[src/rtl/pifo_dequeue_ctrl_pkg.sv]
// Shared scheduler definitions for the PIFO calendar blocks: default widths,
// dequeue FSM encoding and a small sizing helper.
package pifo_dequeue_ctrl_pkg;

  localparam int SCHED_BUFFER_ADDR_WIDTH = 12;
  localparam int SCHED_CREDIT_WIDTH      = 16;

  typedef enum logic [1:0] {
    SCHED_IDLE   = 2'd0,
    SCHED_POP    = 2'd1,
    SCHED_SETTLE = 2'd2
  } sched_deq_state_e;

  // Occupancy counters need one extra bit so "full" is distinguishable from "empty".
  function automatic int sched_fifo_cnt_width(input int depth);
    return $clog2(depth) + 1;
  endfunction

endpackage

[src/rtl/sched_addr_fifo.sv]
// First-word-fall-through address FIFO used between the PIFO dequeue logic and
// the packet-buffer reader. Writes and reads may coincide even when full.
module sched_addr_fifo
  import pifo_dequeue_ctrl_pkg::*;
#(
  parameter int WIDTH = SCHED_BUFFER_ADDR_WIDTH,
  parameter int DEPTH = 4
) (
  input  logic                                   clk,
  input  logic                                   rst,
  input  logic                                   wr_en,
  input  logic [WIDTH-1:0]                       wr_data,
  input  logic                                   rd_en,
  output logic [WIDTH-1:0]                       rd_data,
  output logic                                   rd_valid,
  output logic [sched_fifo_cnt_width(DEPTH)-1:0] count
);

  localparam int AW = $clog2(DEPTH);

  logic [WIDTH-1:0] mem [DEPTH];
  logic [AW:0]      wr_ptr_reg;
  logic [AW:0]      rd_ptr_reg;
  logic             empty;
  logic             full;
  logic             wr_fire;
  logic             rd_fire;

  assign empty = (wr_ptr_reg == rd_ptr_reg);
  assign full  = (wr_ptr_reg[AW] != rd_ptr_reg[AW]) &&
                 (wr_ptr_reg[AW-1:0] == rd_ptr_reg[AW-1:0]);
  assign count = wr_ptr_reg - rd_ptr_reg;

  // A write into a full FIFO is only legal when the head leaves on the same edge.
  assign rd_fire = rd_en & ~empty;
  assign wr_fire = wr_en & (~full | rd_fire);

  assign rd_valid = ~empty;
  assign rd_data  = empty ? '0 : mem[rd_ptr_reg[AW-1:0]];

  always_ff @(posedge clk) begin
    if (wr_fire) begin
      mem[wr_ptr_reg[AW-1:0]] <= wr_data;
    end
  end

  always_ff @(posedge clk) begin
    if (rst) begin
      wr_ptr_reg <= '0;
      rd_ptr_reg <= '0;
    end else begin
      if (wr_fire) begin
        wr_ptr_reg <= wr_ptr_reg + (AW+1)'(1);
      end
      if (rd_fire) begin
        rd_ptr_reg <= rd_ptr_reg + (AW+1)'(1);
      end
    end
  end

endmodule

[src/rtl/pifo_dequeue_ctrl.sv]
// Credit-shaped dequeue controller: pops the PIFO head into an output address
// FIFO at most once every three cycles, gated by a token-bucket shaper.
module pifo_dequeue_ctrl
  import pifo_dequeue_ctrl_pkg::*;
#(
  parameter int BUFFER_ADDR_WIDTH = SCHED_BUFFER_ADDR_WIDTH,
  parameter int OUT_FIFO_DEPTH    = 4,
  parameter int CREDIT_WIDTH      = SCHED_CREDIT_WIDTH,
  parameter int CREDIT_PER_POP    = 256
) (
  input  logic                         clk,
  input  logic                         rst,
  input  logic [BUFFER_ADDR_WIDTH-1:0] s_pifo_buffer_addr,
  input  logic                         s_pifo_buffer_addr_valid,
  output logic                         m_pifo_pop_en,
  output logic [BUFFER_ADDR_WIDTH-1:0] m_axis_tdata,
  output logic                         m_axis_tvalid,
  input  logic                         m_axis_tready,
  input  logic                         cfg_enable,
  input  logic [CREDIT_WIDTH-1:0]      cfg_rate,
  input  logic [CREDIT_WIDTH-1:0]      cfg_burst,
  output logic [31:0]                  stat_pop_count
);

  localparam int CNT_W = sched_fifo_cnt_width(OUT_FIFO_DEPTH);
  localparam logic [CREDIT_WIDTH:0] POP_COST = (CREDIT_WIDTH+1)'(CREDIT_PER_POP);

  sched_deq_state_e             state_reg;
  sched_deq_state_e             state_next;
  logic [CREDIT_WIDTH-1:0]      credit_reg;
  logic [CREDIT_WIDTH-1:0]      credit_next;
  logic [31:0]                  pop_count_reg;
  logic [CREDIT_WIDTH:0]        refill;
  logic [CREDIT_WIDTH:0]        refill_capped;
  logic [CREDIT_WIDTH:0]        drained;
  logic [CNT_W-1:0]             fifo_count;
  logic [BUFFER_ADDR_WIDTH-1:0] fifo_data;
  logic                         fifo_valid;
  logic                         fifo_rd;
  logic                         pop;
  logic                         eligible;

  // The pop is qualified by the live head-valid so a head that vanished in the
  // POP cycle cancels the pop, the FIFO write and the credit charge together.
  assign pop = (state_reg == SCHED_POP) & s_pifo_buffer_addr_valid & ~rst;

  always_comb begin
    refill        = {1'b0, credit_reg} + {1'b0, cfg_rate};
    refill_capped = (refill > {1'b0, cfg_burst}) ? {1'b0, cfg_burst} : refill;
    drained       = refill;
    if (pop) begin
      drained = (refill >= POP_COST) ? (refill - POP_COST) : '0;
    end
    credit_next = (drained > {1'b0, cfg_burst}) ? cfg_burst : drained[CREDIT_WIDTH-1:0];
  end

  // Eligibility looks at the credit that will be held in the POP cycle, so the
  // refill landing this cycle already counts toward the decision.
  assign eligible = cfg_enable & s_pifo_buffer_addr_valid &
                    (refill_capped >= POP_COST) &
                    (fifo_count <= CNT_W'(OUT_FIFO_DEPTH - 1));

  always_comb begin
    state_next = state_reg;
    unique case (state_reg)
      SCHED_IDLE:   if (eligible) state_next = SCHED_POP;
      SCHED_POP:    state_next = SCHED_SETTLE;
      SCHED_SETTLE: state_next = SCHED_IDLE;
      default:      state_next = SCHED_IDLE;
    endcase
  end

  always_ff @(posedge clk) begin
    if (rst) begin
      state_reg     <= SCHED_IDLE;
      credit_reg    <= '0;
      pop_count_reg <= '0;
    end else begin
      state_reg  <= state_next;
      credit_reg <= credit_next;
      if (pop) begin
        pop_count_reg <= pop_count_reg + 32'd1;
      end
    end
  end

  sched_addr_fifo #(
    .WIDTH (BUFFER_ADDR_WIDTH),
    .DEPTH (OUT_FIFO_DEPTH)
  ) u_out_fifo (
    .clk      (clk),
    .rst      (rst),
    .wr_en    (pop),
    .wr_data  (s_pifo_buffer_addr),
    .rd_en    (fifo_rd),
    .rd_data  (fifo_data),
    .rd_valid (fifo_valid),
    .count    (fifo_count)
  );

  // Outputs read as idle for the whole reset cycle, not just after the edge.
  assign m_pifo_pop_en  = pop;
  assign m_axis_tvalid  = fifo_valid & ~rst;
  assign m_axis_tdata   = rst ? '0 : fifo_data;
  assign fifo_rd        = m_axis_tvalid & m_axis_tready;
  assign stat_pop_count = rst ? 32'd0 : pop_count_reg;

endmodule

[config.mk]
export PLATFORM = sky130hd
export DESIGN_NAME = pifo_dequeue_ctrl
export DESIGN_NICKNAME = d
export VERILOG_FILES = /design/src/rtl/pifo_dequeue_ctrl_pkg.sv /design/src/rtl/sched_addr_fifo.sv /design/src/rtl/pifo_dequeue_ctrl.sv
export SDC_FILE = /design/constraint.sdc
export NUM_CORES = 1
export LEC_CHECK = 0
export CORE_MARGIN = 1.5
export CORE_UTILIZATION = 34
export CTS_BUF_LIST = sky130_fd_sc_hd__clkbuf_4 sky130_fd_sc_hd__clkbuf_8
export DETAILED_ROUTE_END_ITERATION = 7
export GPL_TIMING_DRIVEN = 0
export PLACE_DENSITY = 0.65
export REMOVE_ABC_BUFFERS = 1
export SYNTH_ARGS = -nofsm -noshare
export SYNTH_HDL_FRONTEND = slang
export SYNTH_SLANG_ARGS = --single-unit
[constraint.sdc]
create_clock -name clk -period 19.7 [get_ports clk]
set_input_delay 5.91 -clock clk [delete_from_list [all_inputs] [get_ports clk]]
set_output_delay 5.91 -clock clk [all_outputs]
set_load 0.02 [all_outputs]
==> results_dict.tcl <==
set metrics [dict create \
    path_type_of_the_worst_setup_path "in2out" \
    drt-total-wl_um 13770 \
    power_per_cell_area_mw_per_mm2 98.66 \
    grt_max_degree 56 \
    grt_util_met1 0.1847 \
    outcome "finished clean" \
    synth-seq-cells 106 \
    setup.worst_path.end_class "output port" \
    floorplan.initialDensity 0.3504 \
    post-route-min-period_ps 13900 \
    grt_use_met3 0.02974 \
    gp_routability_congestion 0.8350 \
    syn2layout_area_growth_pct 21.90 \
    final.period_utilization 0.7055 \
    clock_skews_ps 18.10 \
    cp_cell_sequence "buf_2 > a31oi_1 > and2_1 > clkdlybuf4s50_1" \
    dp_hpwl_um 10580 \
    cts_tree "built" \
    slew_violations 0 \
    synth_enable_flop_cells 48 \
    crit_path_slowest_cell "a31oi_1" \
    yosysWarnings 0 \
    routed-via-count 4693 \
    synth.cell_area_mm2 0.006381 \
    drv.max_cap_violation_count 0 \
    cts_max_level 3 \
    ys_top_cells_by_area "edfxtp_1 23%, dfxtp_1 18%, ha_1 11%" \
    cp.required_ps 13790 \
    num_rows 49 \
    synth_top_area_share 0.2259 \
    muxShareOfSynthArea 0.05235 \
    largest_family_of_logic_cells_by_synthesized_area "simple AND/OR/NAND/NOR gates" \
    placedCellCount 934 \
    avgRoutedWirePerCell_um 14.48 \
    grt.busiest_layer "met2" \
    max_ffs_per_register 48 \
    first_pass_iters 4 \
    post_synth_fa_ha_maj_area_fraction 0.1180 \
    cts_resized 0 \
    ys_seq_area_frac 0.4078 \
    io_buffers 94 \
    max_freq_ghz 0.07196 \
    drt_iter0_markers 271 \
    timing.slew.headroom 0.1968 \
    timing.final.hold_violations 0 \
    wire_length_of_the_first_global_routing_pass_um 22440 \
    critical_path.startpoint_type "input pin" \
    vdd_drop_max_mv 0.03878 \
    tritoncts_num_sinks 106 \
    finalSetupViolations 0 \
    cellLeakagePower_nw 2.932 \
    floorplan.die.width_um 140.0 \
    slowest_delay_ps 930 \
    post-synth-top-count-cell "nor2_1" \
    global_route.usage.met2 0.2456 \
    avgViaCountPerCell 4.935 \
    cts_setup_buffers 0 \
    clockRootBuffer "clkbuf_8" \
    layout.cells.non_filler 951 \
    drc 0 \
    holdBufCountCts 0 \
    critical_path_s_top_delay_family "compound AO/OA/AOI/OAI gates" \
    ant_nets 0 \
    synth_compound_gate_area_share 0.1120 \
    clkSlewWorstSetupHoldPaths_ps 100 \
    synth_simple_gate_area_share 0.2082 \
    rsz_0062_raised_after_global_routing "false" \
    nets 824 \
    core_area_mm2 0.01821 \
    grt.overflow.total 0 \
    antenna_found_initial 1 \
    post_synth_xor_area_fraction 0.07235 \
    critical_path_buf_inv_count 2 \
    synth_async_sr_flop_share 0 \
    grt_pass1_vias 4546 \
    clk_path_buf_depth 2 \
    die_h_um 140.0 \
    synth_area_leader_cell "edfxtp_1" \
    ys.flop_type "dfxtp_1" \
    max_slew.worst_pin.slew_ps 1199 \
    synthCells 626 \
    hp-class "reg2reg" \
    postSynthAreaPerCell_um2 10.19 \
    post_synth_num_cell_types 65 \
    drive_gt1_frac 0.07212 \
    gr-usage-all-layers 0.1449 \
    critical_path_arrival_ps 7990 \
    cts_inserted_buffers 9 \
    synth_common_cells "68 x nor2_1, 58 x dfxtp_1, 57 x ha_1" \
    utilization 0.4272 \
    num_io_pins 95 \
    clock_insertion_delay_worst_skew_ps 400 \
    die_area_mm2 0.01960 \
    timing.critical_path.fanout_max 26 \
    final.setup.tns_ps 0 \
]
## report_power, final
part	switching [mW]	internal, mW	leakage (nW)
Combinational	0.215	0.166	1.92
Clock	0.0801	0.0575	0.108
Sequential	0.00446	0.244	0.903
Total	0.300	0.468	2.93
## path summary, 6_finish.rpt
| path | startpoint | cells past startpoint | slack (ps) | endpoint |
|---|---|---|---|---|
| max reg2reg | credit_reg[0]$_SDFF_PP0_ | 21 | 13790 | credit_reg[11]$_SDFF_PP0_ |
| max | rst | 4 | 5800 | m_axis_tdata[9] |
| min | state_reg[1]$_SDFFE_PP0P_ | 1 | 460 | state_reg[1]$_SDFFE_PP0P_ |
| min reg2reg | state_reg[1]$_SDFFE_PP0P_ | 1 | 460 | state_reg[1]$_SDFFE_PP0P_ |
## cells in the final DEF (no fill, tap or decap), drive strengths merged, types with 18 or more instances in the layout
cell           netlist  routed
edfxtp              48      48
dfxtp               58      58
ha                  57      57
a21oi               28      28
and2                18      18
nand2               36      36
nor2                68      68
nor2b               45      45
clkdlybuf4s50        0      93
nand3               19      19
xnor2               23      23
xor2                28      28
inv                 31      34
## kinds of logic after synthesis
| family | Yosys count |
|---|---|
| buffers and inverters | 48 |
| AO/OA/AOI/OAI | 99 |
| multiplexers | 18 |
| adder cells (fa/ha/maj) | 59 |
| XOR/XNOR | 51 |
| AND/OR/NAND/NOR | 245 |
| flip-flops | 106 |
## stage by stage
step / hold WS [ps] / total power [mW] / setup WS (ps) / instance area, um^2
finish: 458.9 / 0.7675 / 5803 / 7779
floorplan: 409.6 / 0.5434 / 6824 / 6311
detailed placement: 444.6 / 0.6333 / 5748 / 7577
global placement: 434.2 / 0.6294 / 3436 / 7538
global route: 496.1 / 0.8309 / 5579 / 7779
CTS: 456.6 / 0.7740 / 5745 / 7776
## layout make-up
class	count	area, um^2
Multi-Input combinational cell	472	3601
Clock inverter	6	61.31
Timing Repair Buffer	96	970.9
Antenna cell	1	2.502
Tap cell	229	286.5
Clock buffer	10	137.6
Fill cell	1756	10430
Inverter	31	116.4
Sequential cell	106	2603
## per-layer routing
metal | share of wire | wire, um
met5 | 0 | 0
met4 | 0.019 | 264
met3 | 0.040 | 545
met2 | 0.48 | 6584
met1 | 0.46 | 6372
Note: power is estimated with default switching activity, not from simulation.
==> edit, RTL diff (same settings) <==
The parameter `CREDIT_PER_POP` goes from 256 to 192.
--- a/src/rtl/pifo_dequeue_ctrl.sv
+++ b/src/rtl/pifo_dequeue_ctrl.sv
@@ -7,5 +7,5 @@
   parameter int OUT_FIFO_DEPTH    = 4,
   parameter int CREDIT_WIDTH      = SCHED_CREDIT_WIDTH,
-  parameter int CREDIT_PER_POP    = 256
+  parameter int CREDIT_PER_POP    = 192
 ) (
   input  logic                         clk,
Check against the original RTL: not equivalent (Yosys sat finds a counterexample within 4 cycles, from zero or initial values and one cycle with rst high).
==> edit against the unedited design <==
- hold slack got worse by 0.010 ns
- synthesized cell count rose by 8.0%
- power increased by 11%
- cell area up 3.6%
- worst setup slack got worse by 0.059 ns
- core utilization down 1.0 points
- synthesized area rose by 4.4%
- highest routed layer is now met5
- routed wire length up 13%
- sequential cell count did not move
- global-route usage up 1.4 points
- maximum frequency shrank 0.42%
==> edit: results (changes against the unedited design) <==
| Metric | Value |
|---|---|
| Outcome | finished, final reports clean |
| FF-to-FF path depth | 22 (+4.8%) |
| Starting DRT DRC Count | 312 (+15%) |
| Top cells by area, synth | edfxtp_1, dfxtp_1, ha_1 |
| Length of routed met2 wiring | 7202 um (+9.4%) |
| Reg clk slew, reported paths | 0.12 ns (+0.02 ns) |
| Drt wl/cell | 15.08 um (+4.1%) |
| CP max stage cell | clkdlybuf4s50_1 |
| Commonest cells in the netlist | nor2_1, dfxtp_1, ha_1 |
| NumNets Final | 867 (+5.2%) |
| Critical Path Start | s_pifo_buffer_addr_valid |
| Slew @ Worst Pin | 0.9511 ns (-0.2482 ns) |
| Ratio of cells with drive above 1 in the final layout | 7.199% (-0.013 points) |
| Max IR drop VDD | 0.00004295 V (+11%) |
| Pint | 0.4856 mW (+3.8%) |
| Filler Cells Inserted | 1899 (+8.1%) |
| CP max FO | 13 (-50%) |
| DR vias/cell | 4.962 (+0.55%) |
| GR Util met1 | 21.02% (+2.6 points) |
| Dpl cell area | 7849 um2 (+3.6%) |
| Critical path's largest stage delay | 0.65 ns (-0.28 ns) |
| WP data arrival | 8.05 ns (+0.06 ns) |
| Syn Inst Count | 676 (+8.0%) |
| Clock Skews | 0.01911 ns (+0.001009 ns) |
| P_sw | 0.3679 mW (+23%) |
edit: cell count changes after synthesis, sizes merged, moves of 6 or more:
| cell | change |
|---|---|
| a211oi | +7 |
| a21o | +12 |
| a22o | -8 |
| and4 | -7 |
| clkbuf | +6 |
| inv | +8 |
| nand2 | -11 |
| nand4 | +7 |
| nor2 | +8 |
| nor2b | -9 |
| o21ai | +11 |
| o31ai | +6 |
| or4 | +9 |
edit: per-stage QoR:
step | hold slack (ns) | setup WS [ns]
CTS | 0.4510 | 5.735
floorplan | 0.4087 | 6.971
finish | 0.4487 | 5.744
global route | 0.4806 | 5.641
global placement | 0.4207 | 2.943
detailed placement | 0.4336 | 5.745
edit: how the worst max path moves through the flow:
stage                  endpoint  slack (ns)
2_1_floorplan   m_axis_tdata[0]        6.97
3_3_place_gp   m_axis_tdata[11]        2.94
3_5_place_dp      m_pifo_pop_en        5.75
4_1_cts           m_pifo_pop_en        5.73
5_1_grt           m_pifo_pop_en        5.64
6_report          m_pifo_pop_en        5.74
edit: area by class of cell:
class,instances,area [um2],share of cell area [%]
Clock buffer,9,123.9,1.537
Antenna cell,1,2.502,0.03106
Sequential cell,106,2603,32.30
Multi-Input combinational cell,508,3814,47.33
Timing Repair Buffer,95,958.4,11.89
Clock inverter,7,78.83,0.9783
Inverter,39,146.4,1.817
Tap cell,265,331.6,4.115
edit: logic make-up after synthesis:
group | Yosys count | share of synthesized area (%)
and+or+nand+nor | 248 | 19.81
muxes | 18 | 5.013
xor gates and xnor gates | 50 | 6.684
AOI/OAI and AO/OA | 133 | 14.36
DFF | 106 | 39.05
buffers and inverters | 62 | 3.774
adders and majority gates | 59 | 11.30
edit: worst max-delay path: cells and delay by family:
| kind | cells | cell delay (ns) |
|---|---|---|
| buf+inv | 3 | 1.47 |
| simple gates | 2 | 0.66 |
